### config.mk
export PLATFORM = sky130hd
export DESIGN_NAME = hdlc_rx_destuff
export DESIGN_NICKNAME = d
export VERILOG_FILES = /design/src/rtl/hdlc_pkg.sv /design/src/rtl/hdlc_rx_delay_line.sv /design/src/rtl/hdlc_rx_destuff.sv
export SDC_FILE = /design/constraint.sdc
export NUM_CORES = 1
export LEC_CHECK = 0
export BUFFER_PORTS_ARGS = -buffer_cell sky130_fd_sc_hd__buf_4
export CAP_MARGIN = 10
export CORE_MARGIN = 2
export CORE_UTILIZATION = 60
export DETAILED_ROUTE_END_ITERATION = 8
export MAX_ROUTING_LAYER = met4
export PLACE_DENSITY_LB_ADDON = 0.3
export SLEW_MARGIN = 40
export SYNTH_ARGS = -nofsm -noshare
export SYNTH_HDL_FRONTEND = slang
export SYNTH_SLANG_ARGS = --single-unit
### constraint.sdc
create_clock -name Clk -period 2.83 [get_ports Clk]
set_clock_uncertainty 0.15 [all_clocks]
set_input_delay 0.4245 -clock Clk [delete_from_list [all_inputs] [get_ports Clk]]
set_output_delay 0.4245 -clock Clk [all_outputs]
set_load 0.005 [all_outputs]
### src/rtl/hdlc_pkg.sv
// Shared HDLC receive definitions: hunt/sync/data state encoding, the flag
// octet, the ones-run thresholds for bit stuffing and abort, and the depth
// of the destuffing delay line.
package hdlc_pkg;

  typedef enum logic [1:0] {
    ST_HUNT = 2'd0,
    ST_SYNC = 2'd1,
    ST_DATA = 2'd2
  } hdlc_state_e;

  localparam logic [7:0] HDLC_FLAG       = 8'h7E;
  localparam logic [2:0] HDLC_STUFF_ONES = 3'd5;
  localparam logic [2:0] HDLC_ABORT_ONES = 3'd7;
  localparam int         HDLC_DLY_DEPTH  = 8;

endpackage

### src/rtl/hdlc_rx_delay_line.sv
// Eight-entry {bit, valid} delay line for the HDLC receive destuffer.
// A new entry is shifted in on each Shift; Inval clears every valid bit
// (including the entry arriving in the same cycle). TailBit/TailVld show
// the oldest entry as it will look after this cycle's update, so the caller
// can emit it in the same strobe that would otherwise kill it.
module hdlc_rx_delay_line
  import hdlc_pkg::*;
(
  input  logic Clk,
  input  logic Rstn,
  input  logic Shift,
  input  logic DIn,
  input  logic VIn,
  input  logic Inval,
  output logic TailBit,
  output logic TailVld
);

  logic [HDLC_DLY_DEPTH-1:0] bit_p0;
  logic [HDLC_DLY_DEPTH-1:0] vld_p0;
  logic [HDLC_DLY_DEPTH-1:0] bit_p1;
  logic [HDLC_DLY_DEPTH-1:0] vld_p1;

  // Next contents: optional shift, then bulk invalidate on flag/abort.
  always_comb begin
    bit_p0 = bit_p1;
    vld_p0 = vld_p1;
    if (Shift) begin
      bit_p0 = {bit_p1[HDLC_DLY_DEPTH-2:0], DIn};
      vld_p0 = {vld_p1[HDLC_DLY_DEPTH-2:0], VIn};
    end
    if (Inval) begin
      vld_p0 = '0;
    end
  end

  // ---- stage boundary: delay line storage ----
  // Line registers, cleared asynchronously so a reset forgets any queued bits.
  always_ff @(posedge Clk or negedge Rstn) begin
    if (!Rstn) begin
      bit_p1 <= '0;
      vld_p1 <= '0;
    end else begin
      bit_p1 <= bit_p0;
      vld_p1 <= vld_p0;
    end
  end

  assign TailBit = bit_p0[HDLC_DLY_DEPTH-1];
  assign TailVld = vld_p0[HDLC_DLY_DEPTH-1];

endmodule

### src/rtl/hdlc_rx_destuff.sv
// HDLC receive flag detector and bit destuffer.
// Watches the raw bit stream, removes stuffed zeros, detects flags (and,
// with HDLC_RX_ABORT_EN defined, abort sequences of seven ones), and hands
// destuffed bits to the downstream shift stage with frame boundary pulses.
// Every bit passes through an 8-deep delay line so that the flag octet can
// be discarded once it is recognised; a bit accepted on strobe n is
// presented the clock after strobe n+7 (the eighth strobe counting its own).
module hdlc_rx_destuff
  import hdlc_pkg::*;
#(
  parameter int MIN_FRAME_BITS = 32,
  parameter int CNT_W          = 16
) (
  input  logic Clk,
  input  logic Rstn,
  input  logic BitEn,
  input  logic RxD,
  output logic SData,
  output logic En,
  output logic Clr,
  output logic FrameStart,
  output logic FrameEnd,
  output logic FrameErr,
  output logic Abort,
  output logic InFrame
);

  // Ones-run counter step: count up on a one, saturate at seven, reset on zero.
  function automatic logic [2:0] ones_inc(input logic [2:0] ones, input logic b);
    if (!b) begin
      return 3'd0;
    end else if (ones == 3'd7) begin
      return 3'd7;
    end else begin
      return ones + 3'd1;
    end
  endfunction

  // Destuffed-bit counter step, saturating at all-ones.
  function automatic logic [CNT_W-1:0] cnt_inc(input logic [CNT_W-1:0] c);
    if (&c) begin
      return c;
    end else begin
      return c + CNT_W'(1);
    end
  endfunction

  // A frame closes cleanly only if it is long enough and a whole number of octets.
  function automatic logic frame_ok(input logic [CNT_W-1:0] c);
    return (c >= CNT_W'(MIN_FRAME_BITS)) && (c[2:0] == 3'd0);
  endfunction

  hdlc_state_e      state_p1;
  logic [7:0]       hist_p0;
  logic [7:0]       hist_p1;
  logic [2:0]       ones_p0;
  logic [2:0]       ones_p1;
  logic [CNT_W-1:0] cnt_p1;

  logic             stuffed_p0;
  logic             flag_p0;
  logic             abort_p0;
  logic             inval_p0;
  logic             emit_p0;
  logic             tail_bit_p0;
  logic             tail_vld_p0;

  logic             sdata_p1;
  logic             en_p1;
  logic             clr_p1;
  logic             fstart_p1;
  logic             fend_p1;
  logic             ferr_p1;
`ifdef HDLC_RX_ABORT_EN
  logic             abort_p1;
`endif

  // ---- stage 0: raw bit classification ----
  // Window and ones-run as they will be after this strobe (held when idle).
  always_comb begin
    hist_p0 = hist_p1;
    ones_p0 = ones_p1;
    if (BitEn) begin
      hist_p0 = {hist_p1[6:0], RxD};
      ones_p0 = ones_inc(ones_p1, RxD);
    end
  end

  // A zero following exactly five ones was inserted by the transmitter.
  assign stuffed_p0 = ~RxD & (ones_p1 == HDLC_STUFF_ONES);
  assign flag_p0    = BitEn & (hist_p0 == HDLC_FLAG);

`ifdef HDLC_RX_ABORT_EN
  // Fire once, on the strobe where the run first reaches seven ones.
  assign abort_p0 = BitEn & RxD & (ones_p0 == HDLC_ABORT_ONES) &
                    (ones_p1 != HDLC_ABORT_ONES);
`else
  assign abort_p0 = 1'b0;
`endif

  assign inval_p0 = flag_p0 | abort_p0;

  hdlc_rx_delay_line u_delay_line (
    .Clk     (Clk),
    .Rstn    (Rstn),
    .Shift   (BitEn),
    .DIn     (RxD),
    .VIn     (~stuffed_p0),
    .Inval   (inval_p0),
    .TailBit (tail_bit_p0),
    .TailVld (tail_vld_p0)
  );

  // Flag and abort both invalidate the line, so they always beat emission.
  assign emit_p0 = BitEn & tail_vld_p0 & ~inval_p0 & (state_p1 != ST_HUNT);

  // ---- stage 1: framing state machine and registered outputs ----
  // Tracks hunt/sync/data, counts frame bits and produces one-cycle pulses.
  always_ff @(posedge Clk or negedge Rstn) begin
    if (!Rstn) begin
      state_p1  <= ST_HUNT;
      hist_p1   <= '0;
      ones_p1   <= '0;
      cnt_p1    <= '0;
      sdata_p1  <= 1'b0;
      en_p1     <= 1'b0;
      clr_p1    <= 1'b0;
      fstart_p1 <= 1'b0;
      fend_p1   <= 1'b0;
      ferr_p1   <= 1'b0;
`ifdef HDLC_RX_ABORT_EN
      abort_p1  <= 1'b0;
`endif
    end else begin
      hist_p1   <= hist_p0;
      ones_p1   <= ones_p0;
      sdata_p1  <= 1'b0;
      en_p1     <= 1'b0;
      clr_p1    <= 1'b0;
      fstart_p1 <= 1'b0;
      fend_p1   <= 1'b0;
      ferr_p1   <= 1'b0;
`ifdef HDLC_RX_ABORT_EN
      abort_p1  <= 1'b0;
`endif
      if (abort_p0) begin
        // Abort drops the frame silently; a new flag is needed to resync.
        state_p1 <= ST_HUNT;
        clr_p1   <= 1'b1;
`ifdef HDLC_RX_ABORT_EN
        abort_p1 <= 1'b1;
`endif
      end else if (flag_p0) begin
        clr_p1   <= 1'b1;
        cnt_p1   <= '0;
        state_p1 <= ST_SYNC;
        if (state_p1 == ST_DATA) begin
          if (frame_ok(cnt_p1)) begin
            fend_p1 <= 1'b1;
          end else begin
            ferr_p1 <= 1'b1;
          end
        end
      end else if (emit_p0) begin
        en_p1    <= 1'b1;
        sdata_p1 <= tail_bit_p0;
        if (state_p1 == ST_SYNC) begin
          state_p1  <= ST_DATA;
          fstart_p1 <= 1'b1;
          cnt_p1    <= CNT_W'(1);
        end else begin
          cnt_p1 <= cnt_inc(cnt_p1);
        end
      end
    end
  end

  assign SData      = sdata_p1;
  assign En         = en_p1;
  assign Clr        = clr_p1;
  assign FrameStart = fstart_p1;
  assign FrameEnd   = fend_p1;
  assign FrameErr   = ferr_p1;
  assign InFrame    = (state_p1 == ST_DATA);
`ifdef HDLC_RX_ABORT_EN
  assign Abort      = abort_p1;
`else
  assign Abort      = 1'b0;
`endif

endmodule

* After elaboration in Yosys (flattened, before gate mapping)
Cells that the tools add are included.
Widths: inputs -> output; s select.
** Word-level totals
- Bits in registers :: 51
- Memory bits (read-only) :: 0
- Latch bits :: 0
- Bits in writable memories :: 0
- Memories kept :: 0
- Word-level logic and storage cells :: 67
- Output and inout port bits :: 8
** Operators by class
- Shift operators :: 0
- Reduce and logical (&&, ||, !) cells :: 9
- Multipliers :: 0
- Multiplexer cells :: 27
- Magnitude comparators :: 1
- Bitwise gates (word level) :: 8
- Divide/modulo/power cells :: 0
- Add/sub/neg operators :: 2
- Eq/ne operators :: 6
** Operator list (count)
- $mux 16 :: 4
- $mux 8 :: 4
- $add 16x1->16 const B :: 1
- $ge 16x6->1 const B :: 1
- $reduce_and 16->1 :: 1
- $mux 1 :: 14
- $eq 8x7->1 const B :: 1
- $reduce_bool 2->1 :: 4
- $eq 3x3->1 const B :: 2
- $mux 2 :: 3
- $mux 3 :: 2
- $and 1x1->1 :: 5
- $reduce_and 2->1 :: 2
- $add 3x1->3 const B :: 1
- $logic_not 3->1 :: 1
- $ne 3x3->1 const B :: 1
- $not 1->1 :: 3
- $eq 2x1->1 const B :: 1
- $eq 2x2->1 const B :: 1
- $logic_and 1x1->1 :: 1

* Logic depth before layout (Yosys ltp)
Gate-level depths: netlist of the first run.
- Depth in word-level cells :: 10
- Gate-level depth with buffers :: 7

* Modules after synthesis
A second synthesis of the first run with hierarchy kept.
** Unflattened totals
- Cell total of the unflattened synthesis :: 217
- Area, all modules :: 2364.8 µm²
** By module, submodules not included
- hdlc_rx_destuff :: area each 1721.7 µm², cells an instance 174, sequential area each 850.8 µm², times used 1
- hdlc_rx_delay_line :: area each 643.1 µm², cells an instance 43, sequential area each 400.4 µm², times used 1

* Worst setup path before layout of the first run
Ideal clock, no wire load.
- Path kind :: input to register
- Start point :: in BitEn
- End point :: reg cnt_p1[6]
- Required time :: 2554 ps
- Setup time :: 126 ps
- Stages :: 7
- Setup slack :: 849 ps
- Arrival time :: 1705 ps
- Cell sequence :: buf_4 -> nand2_2 -> or4b_4 -> o21ai_2 -> buf_6 -> nor2_2 -> a221o_1
** On the way
- Cells in the longest elaborated chain, start to end :: 9
- Elaborated cells on any way between the ends :: 13
- Those cells by class :: eq/ne: 2; mux: 4; bitwise: 5; reduce/logical: 2
** Ends and longest elaborated chain
- from (decl) :: line hdlc_rx_destuff.sv:16 : input logic BitEn,
- $mux 8 :: line hdlc_rx_destuff.sv:83 : if (BitEn) begin
- $eq 8x7->1 :: line hdlc_rx_destuff.sv:91 : assign flag_p0 = BitEn & (hist_p0 == HDLC_FLAG);
- $and 1x1->1 :: line hdlc_rx_destuff.sv:91
- $mux 8 :: line hdlc_rx_delay_line.sv:32 : if (Inval) begin
- $and 1x1->1 (3 in a row) :: line hdlc_rx_destuff.sv:115 : assign emit_p0 = BitEn & tail_vld_p0 & ~inval_p0 & (state_p1 != ST_HUNT);
- $reduce_bool 2->1 (no source line)
- $reduce_and 2->1 (no source line)
- to (signal assigned) :: line hdlc_rx_destuff.sv:172 : cnt_p1 <= cnt_inc(cnt_p1);
- to (decl) :: line hdlc_rx_destuff.sv:58 : logic [CNT_W-1:0] cnt_p1;
Several ways; a longest one is shown, not always the timed one. The select of a mux whose other input is x is not followed.
A chain may end at the register's enable or synchronous reset.

* Final worst setup path of the first run
- Start point :: reg cnt_p1[0]
- End point :: reg cnt_p1[8]
** On the way
- Cells in the longest elaborated chain, start to end :: 5
- Elaborated cells on any way between the ends :: 8
- Those cells by class :: add/sub: 1; eq/ne: 1; mux: 4; reduce/logical: 2
** Ends and longest elaborated chain
- $add 16x1->16 :: line hdlc_rx_destuff.sv:44 : return c + CNT_W'(1);
- $mux 16 :: line hdlc_rx_destuff.sv:41 : if (&c) begin
- $mux 16 :: line hdlc_rx_destuff.sv:167 : if (state_p1 == ST_SYNC) begin
- $mux 16 :: line hdlc_rx_destuff.sv:164 : end else if (emit_p0) begin
- $mux 16 :: line hdlc_rx_destuff.sv:153 : end else if (flag_p0) begin
Several ways; a longest one is shown, not always the timed one. The select of a mux whose other input is x is not followed.

==> metrics, run 1 <==
Die Ht=67.5 µm; FF/Latch Area=1250 µm²; ANT nets after route=0; post_cts resized=0; routed vias=1768; final WL=4.58 mm; post-synthesis instance area=2420 µm²; yosys warns=0; Setup Fix Bufs, Post-CTS=0; core area=3940 µm²; area of the multi-input gates=1010 µm²; FF+latch count, synth=50; outcome=complete, no violations; clock latency at the later pin of the worst-skew pair=0.31 ns; VDD IR-drop max=255 µV; RSZ-0062 raised after global routing=no; Post-CTS Hold Buffers=1; clk sinks=50; Longest Clk Path Bufs=2; Sum Neg Setup Slack=0 ns; Final Hold Vio Count=0; max cap viols=0; IO Pins=12; Worst Hold Class=input port to register; crit path max fanout=15; Worst-Margin Slew=0.617 ns; Root Buffer=clkbuf_8; sequential fraction of the synthesis area=51.7%; DP HPWL=3.07 mm; Fillers=292; LEAKAGE=1.25 nW; Initial DRT Pass Iterations=4; Slowest-stage cell, CP=dfrtp_1; Iter 0 DRT Violations=302; H-tree Lvls=2; crit-path max cell delay=0.45 ns; top cells by count, synth=dfrtp_1 (50), nand2_1 (23), inv_1 (22); layout cells sized above 1=19.0%; final setup fails=0; antenna violations before repair=0; # DRC=0; Clock transition at path regs=0.10 ns; first-pass GRT wire length=7.96 mm; Synth area leaders=dfrtp_1 (52%), mux2_2 (5.6%), a31oi_1 (4.1%); critical path required time=2.92 ns; vias per cell=5.95; Post-Syn Instances=235; syn nets=243; final global-route overflow total=0; FP Rows=23; post-synth cell types=40; Tot GR Track Use=24.0%; Crit Path Class=register to register; crit end category=register; Max Slew Vio Count=0; Yosys top cell area share=51.7%; Power Dens Cells=633 nW/µm²; CTS buffer count=5; Port Buffers=10; vias in the first global route=1636; cell taking the most area after synthesis=dfrtp_1; syn avg cell area=10.3 µm²; area delta synth->final=8.48%; starting density of the core=61.4%; TritonCTS clock tree=yes; die width=67.5 µm; Avg WL per Cell=15.4 µm; ys async rst share=100%; critical path launch point type=register; top_reg_cell synth=dfrtp_1; pin count of the biggest net entering global routing=51; number of synthesized flops with an enable pin=0; worst path cell trace=ha_1 > nand3_2 > nor4_4 > nand3_2 > buf_4 > a31o_1 > a31oi_1; worst hold margin=0.253 ns; cell mode on critical path=nand3_2; DIE AREA=4560 µm²; Placer Congestion=0.896; Relative slew margins=58.9%; Arrival @ worst endpoint=2.36 ns; Ant. Diodes=0; minimum clock period=2.27 ns; Final Cycle Share=80.3%; Nets=254; most frequent cell after synthesis=dfrtp_1; Max Clock Freq=440 MHz
## placed cells by master, fill, tap and decap left out, types with 2 or more instances in the layout
cell         n
o22ai_1      8
a31oi_1     16
nor4b_1      2
nand4_1      3
ha_1         4
inv_1       22
nand2b_1     2
and3_1       7
a21oi_1      8
nand3_1      9
nor4_1       4
clkbuf_8     5
mux2_2      12
o211ai_1     2
nand2_1     23
o21ai_0     10
dfrtp_1     50
xnor2_1      3
nand3_2      3
o21ai_2      2
nor2_1       7
clkinvlp_4   2
buf_4       15
nor3_1       4
a21o_1       8
## state kept, by name, summed over array words and instances, names as in the netlist
name / flops
FrameStart: 1
SData: 1
FrameErr: 1
state_p1: 2
FrameEnd: 1
ones_p1: 3
hist_p1: 8
u_delay_line.vld_p1: 7
En: 1
u_delay_line.bit_p1: 8
cnt_p1: 16
Clr: 1
## where the power goes
part,total (mW),switching [mW],internal (mW)
clock,0.426,0.249,0.177
sequential,0.945,0.117,0.828
combinational,0.291,0.148,0.143
total,1.66,0.515,1.15
## routing by layer
layer / wire length [µm] / track usage, %
met1: 2220 / 34.9
met2: 2070 / 34.3
met4: 44 / 6.12
met5: 0 / -
met3: 239 / 5.00
## worst paths after layout
path | from | to | slack [ns] | cells after the start
worst min register to register | u_delay_line.bit_p1[7]$_DFF_PN0_ | u_delay_line.bit_p1[7]$_DFF_PN0_ | 0.36 | 1
worst max-delay path | cnt_p1[0]$_DFFE_PN0P_ | cnt_p1[8]$_DFFE_PN0P_ | 0.56 | 7
min in group asynchronous | Rstn | u_delay_line.bit_p1[5]$_DFFE_PN0P_ | 0.51 | 2
worst min-delay path | RxD | u_delay_line.bit_p1[0]$_DFFE_PN0P_ | 0.25 | 3
worst max register to register | cnt_p1[0]$_DFFE_PN0P_ | cnt_p1[8]$_DFFE_PN0P_ | 0.56 | 7
max in group asynchronous | Rstn | cnt_p1[2]$_DFFE_PN0P_ | 1.59 | 2
## metrics by stage
step | worst slack [ns] | area, µm² | cells | util [%] | power [mW]
floorplan | 0.849 | 2420 | 235 | - | 1.15
global placement | 0.660 | 2520 | 288 | 64.0 | 1.23
detailed placement | 0.587 | 2520 | 288 | 64.0 | 1.25
CTS | 0.574 | 2630 | 297 | 66.6 | 1.67
global route | 0.396 | 2630 | 297 | 66.6 | 1.78
finish | 0.558 | 2630 | 297 | 66.6 | 1.66
## final cells by class
cell class	count	share of cell area [%]
Multi-Input combinational cell	151	38.6
Inverter	22	3.14
Timing Repair Buffer	16	4.67
Sequential cell	50	47.6
Tap cell	50	2.38
Clock inverter	3	0.905
Clock buffer	5	2.62
## logic make-up after synthesis
group,Yosys count,synth area share (%)
compound gates,62,17.4
xor+xnor,3,1.09
fa+ha+maj,4,2.07
buf+inv,34,6.41
flops,50,51.7
mux,12,5.58
other cells,1,0.155
simple gates,69,15.7
## critical path, delay by kind of cell (launching register included)
kind	cells	cell delay, ns
DFF	1	0.45
adders and majority gates	1	0.26
AOI/OAI and AO/OA	2	0.38
and+or+nand+nor	3	0.72
buffers and inverters	1	0.24
Note: power is estimated with default switching activity, not from simulation.
==> run 2, diff against run 1 <==
==> constraint.sdc (replaced) <==
create_clock -name Clk -period 2.2 [get_ports Clk]
set_clock_uncertainty 0.15 [all_clocks]
set_input_delay 0.33 -clock Clk [delete_from_list [all_inputs] [get_ports Clk]]
set_output_delay 0.33 -clock Clk [all_outputs]
set_load 0.005 [all_outputs]
==> metrics, run 2 (synthesis results as in run 1) <==
internal power=1.61 mW (was 1.15 mW); LEAKAGE=1.30 nW (was 1.25 nW); Longest Clk Path Bufs=2 (unchanged); vias in the first global route=1630 (was 1636); area delta synth->final=12.0% (was 8.48%); RSZ-0062 raised after global routing=no (unchanged); utilization after layout=68.8% (was 66.6%); Worst-Margin Slew=0.676 ns (was 0.617 ns); # DRC=0 (unchanged); clock share of power=27.9% (was 25.6%); Sum Neg Setup Slack=0 ns (unchanged); DP HPWL=3.21 mm (was 3.07 mm); first-pass GRT wire length=7.68 mm (was 7.96 mm); die width=67.5 µm (unchanged); Initial DRT Pass Iterations=4 (unchanged); FF/Latch Area=1250 µm² (unchanged); Ant. Diodes=0 (unchanged); commonest non-fill, non-tap cells in the layout=dfrtp_1 (50), buf_4 (24), nand2_1 (23), inv_1 (22), a31oi_1 (16) (was dfrtp_1 (50), nand2_1 (23), inv_1 (22), a31oi_1 (16), buf_4 (15)); Placer Congestion=0.895 (was 0.896); worst hold stages=3 (unchanged); switching power total=0.641 mW (was 0.515 mW); Place WS=0.108 ns (was 0.587 ns); total power=2.25 mW (was 1.66 mW); VDD IR-drop max=558 µV (was 255 µV); minimum clock period=2.01 ns (was 2.27 ns); Relative slew margins=54.9% (was 58.9%); post_cts resized=0 (unchanged); starting density of the core=61.4% (unchanged); Comb power frac=18.9% (was 17.5%); CP startpoint=hist_p1[6]$_DFF_PN0_ (was cnt_p1[0]$_DFFE_PN0P_); critical path required time=2.23 ns (was 2.92 ns); Biggest register=cnt_p1 (unchanged); Worst Hold Class=input port to register (unchanged); Root Buffer=clkbuf_8 (unchanged); commonest non-fill, non-tap cell in the layout=dfrtp_1 (unchanged); vias per cell=5.79 (was 5.95); worst reg2reg startpoint=hist_p1[6]$_DFF_PN0_ (was cnt_p1[0]$_DFFE_PN0P_); crit path max fanout=5 (was 15); Nets=263 (was 254); worst hold margin=0.179 ns (was 0.253 ns); area of the multi-input gates=1020 µm² (was 1010 µm²); hold wc startpoint=RxD (unchanged); Max Clock Freq=498 MHz (was 440 MHz); final setup fails=0 (unchanged); DIE AREA=4560 µm² (unchanged); fin area=2710 µm² (was 2630 µm²); IO Pins=12 (unchanged); Power Dens Cells=829 nW/µm² (was 633 nW/µm²); max cap viols=0 (unchanged); Tot GR Track Use=23.4% (was 24.0%); sequential power share=53.2% (was 56.9%); routed vias=1765 (was 1768); Largest register FFs=16 (unchanged); antenna violations before repair=0 (unchanged); Layout Cells excl Fill=305 (was 297); R2R Setup Slk=0.19 ns (was 0.56 ns); Arrival @ worst endpoint=2.04 ns (was 2.36 ns); TritonCTS clock tree=yes (unchanged); layout cells sized above 1=22.0% (was 19.0%); core area=3940 µm² (unchanged); Net Sw Frac=28.5% (was 31.0%); clk sinks=50 (unchanged); ANT nets after route=0 (unchanged); Iter 0 DRT Violations=179 (was 302); outcome=complete, no violations (unchanged); final WL=4.51 mm (was 4.58 mm); Die Ht=67.5 µm (unchanged); Final WS setup=0.191 ns (was 0.558 ns); biggest regs=cnt_p1 x16, hist_p1 x8, u_delay_line.bit_p1 x8 (unchanged); critical path launch point type=register (unchanged); FP Rows=23 (unchanged); Port Buffers=10 (unchanged); clock latency at the later pin of the worst-skew pair=0.30 ns (was 0.31 ns); Clock transition at path regs=0.09 ns (was 0.10 ns); Max Slew Vio Count=0 (unchanged); H-tree Lvls=2 (unchanged); R2R depth=5 (was 7); Final Hold Vio Count=0 (unchanged); Fillers=288 (was 292); CTS buffer count=5 (unchanged); cell total after placement=297 (was 288); placed cell area=2590 µm² (was 2520 µm²); Crit Path Class=register to register (unchanged); r2r endpoint=cnt_p1[14]$_DFFE_PN0P_ (was cnt_p1[8]$_DFFE_PN0P_); final global-route overflow total=0 (unchanged); Avg WL per Cell=14.8 µm (was 15.4 µm); pin count of the biggest net entering global routing=51 (unchanged); Worst Hold End=ones_p1[2]$_DFFE_PN0P_ (was u_delay_line.bit_p1[0]$_DFFE_PN0P_); Final Cycle Share=91.3% (was 80.3%); crit end category=register (unchanged)
-- run 2: changes by cell type in the layout (fill, tap and decap cells not counted), sizes merged --
cell	change
buf	+9
clkinvlp	-2
bufinv	+1
clkinv	+1
inv	-1
-- run 2: timing repair --
item	4_1_cts	5_1_grt
endpoints found under the hold margin	50	0
hold buffers	1	0
buffers inserted	0	0
endpoints found under the setup margin	0	9
-- run 2: worst max path at each step --
| stage | slack, ns | endpoint | cells past startpoint |
|---|---|---|---|
| finish | 0.19 | cnt_p1[14]$_DFFE_PN0P_ | 5 |
| global route | 0.06 | cnt_p1[12]$_DFFE_PN0P_ | 7 |
| CTS | 0.07 | cnt_p1[8]$_DFFE_PN0P_ | 7 |
| detailed placement | 0.11 | cnt_p1[8]$_DFFE_PN0P_ | 7 |
| global placement | 0.04 | cnt_p1[8]$_DFFE_PN0P_ | 6 |
| floorplan | 0.23 | cnt_p1[8]$_DFFE_PN0P_ | 7 |
-- run 2: power groups by stage --
stage          registers [mW]  logic, mW  clock network (mW)
6_report                 1.20      0.425               0.628
5_1_grt                  1.22      0.479               0.677
4_1_cts                  1.19      0.426               0.636
3_5_place_dp             1.21      0.422                   0
3_3_place_gp             1.21      0.403                   0
2_1_floorplan            1.19      0.294                   0
-- run 2: layout make-up --
cell class | count | area share, %
clock buffer | 5 | 2.54
inverter | 22 | 3.04
clock inverter | 2 | 1.43
sequential | 50 | 46.1
tap | 50 | 2.31
multi-input combinational | 151 | 37.5
timing repair buffer | 25 | 7.01
-- run 2: layer usage --
| metal | vias up | share of wire [%] | track usage [%] |
|---|---|---|---|
| met1 | 834 | 48 | 31.6 |
| li1 | 879 | - | - |
| met5 | - | 0 | - |
| met4 | 0 | 1.4 | 8.42 |
| met2 | 45 | 46 | 35.8 |
| met3 | 7 | 5.4 | 4.00 |
-- run 2: critical path, cell delays in order (launching register included) --
cell and delay [ns]:
dfrtp_1 0.43, nor4b_1 0.55, nand2_1 0.25, inv_1 0.17, o31a_2 0.24, a31oi_1 0.10
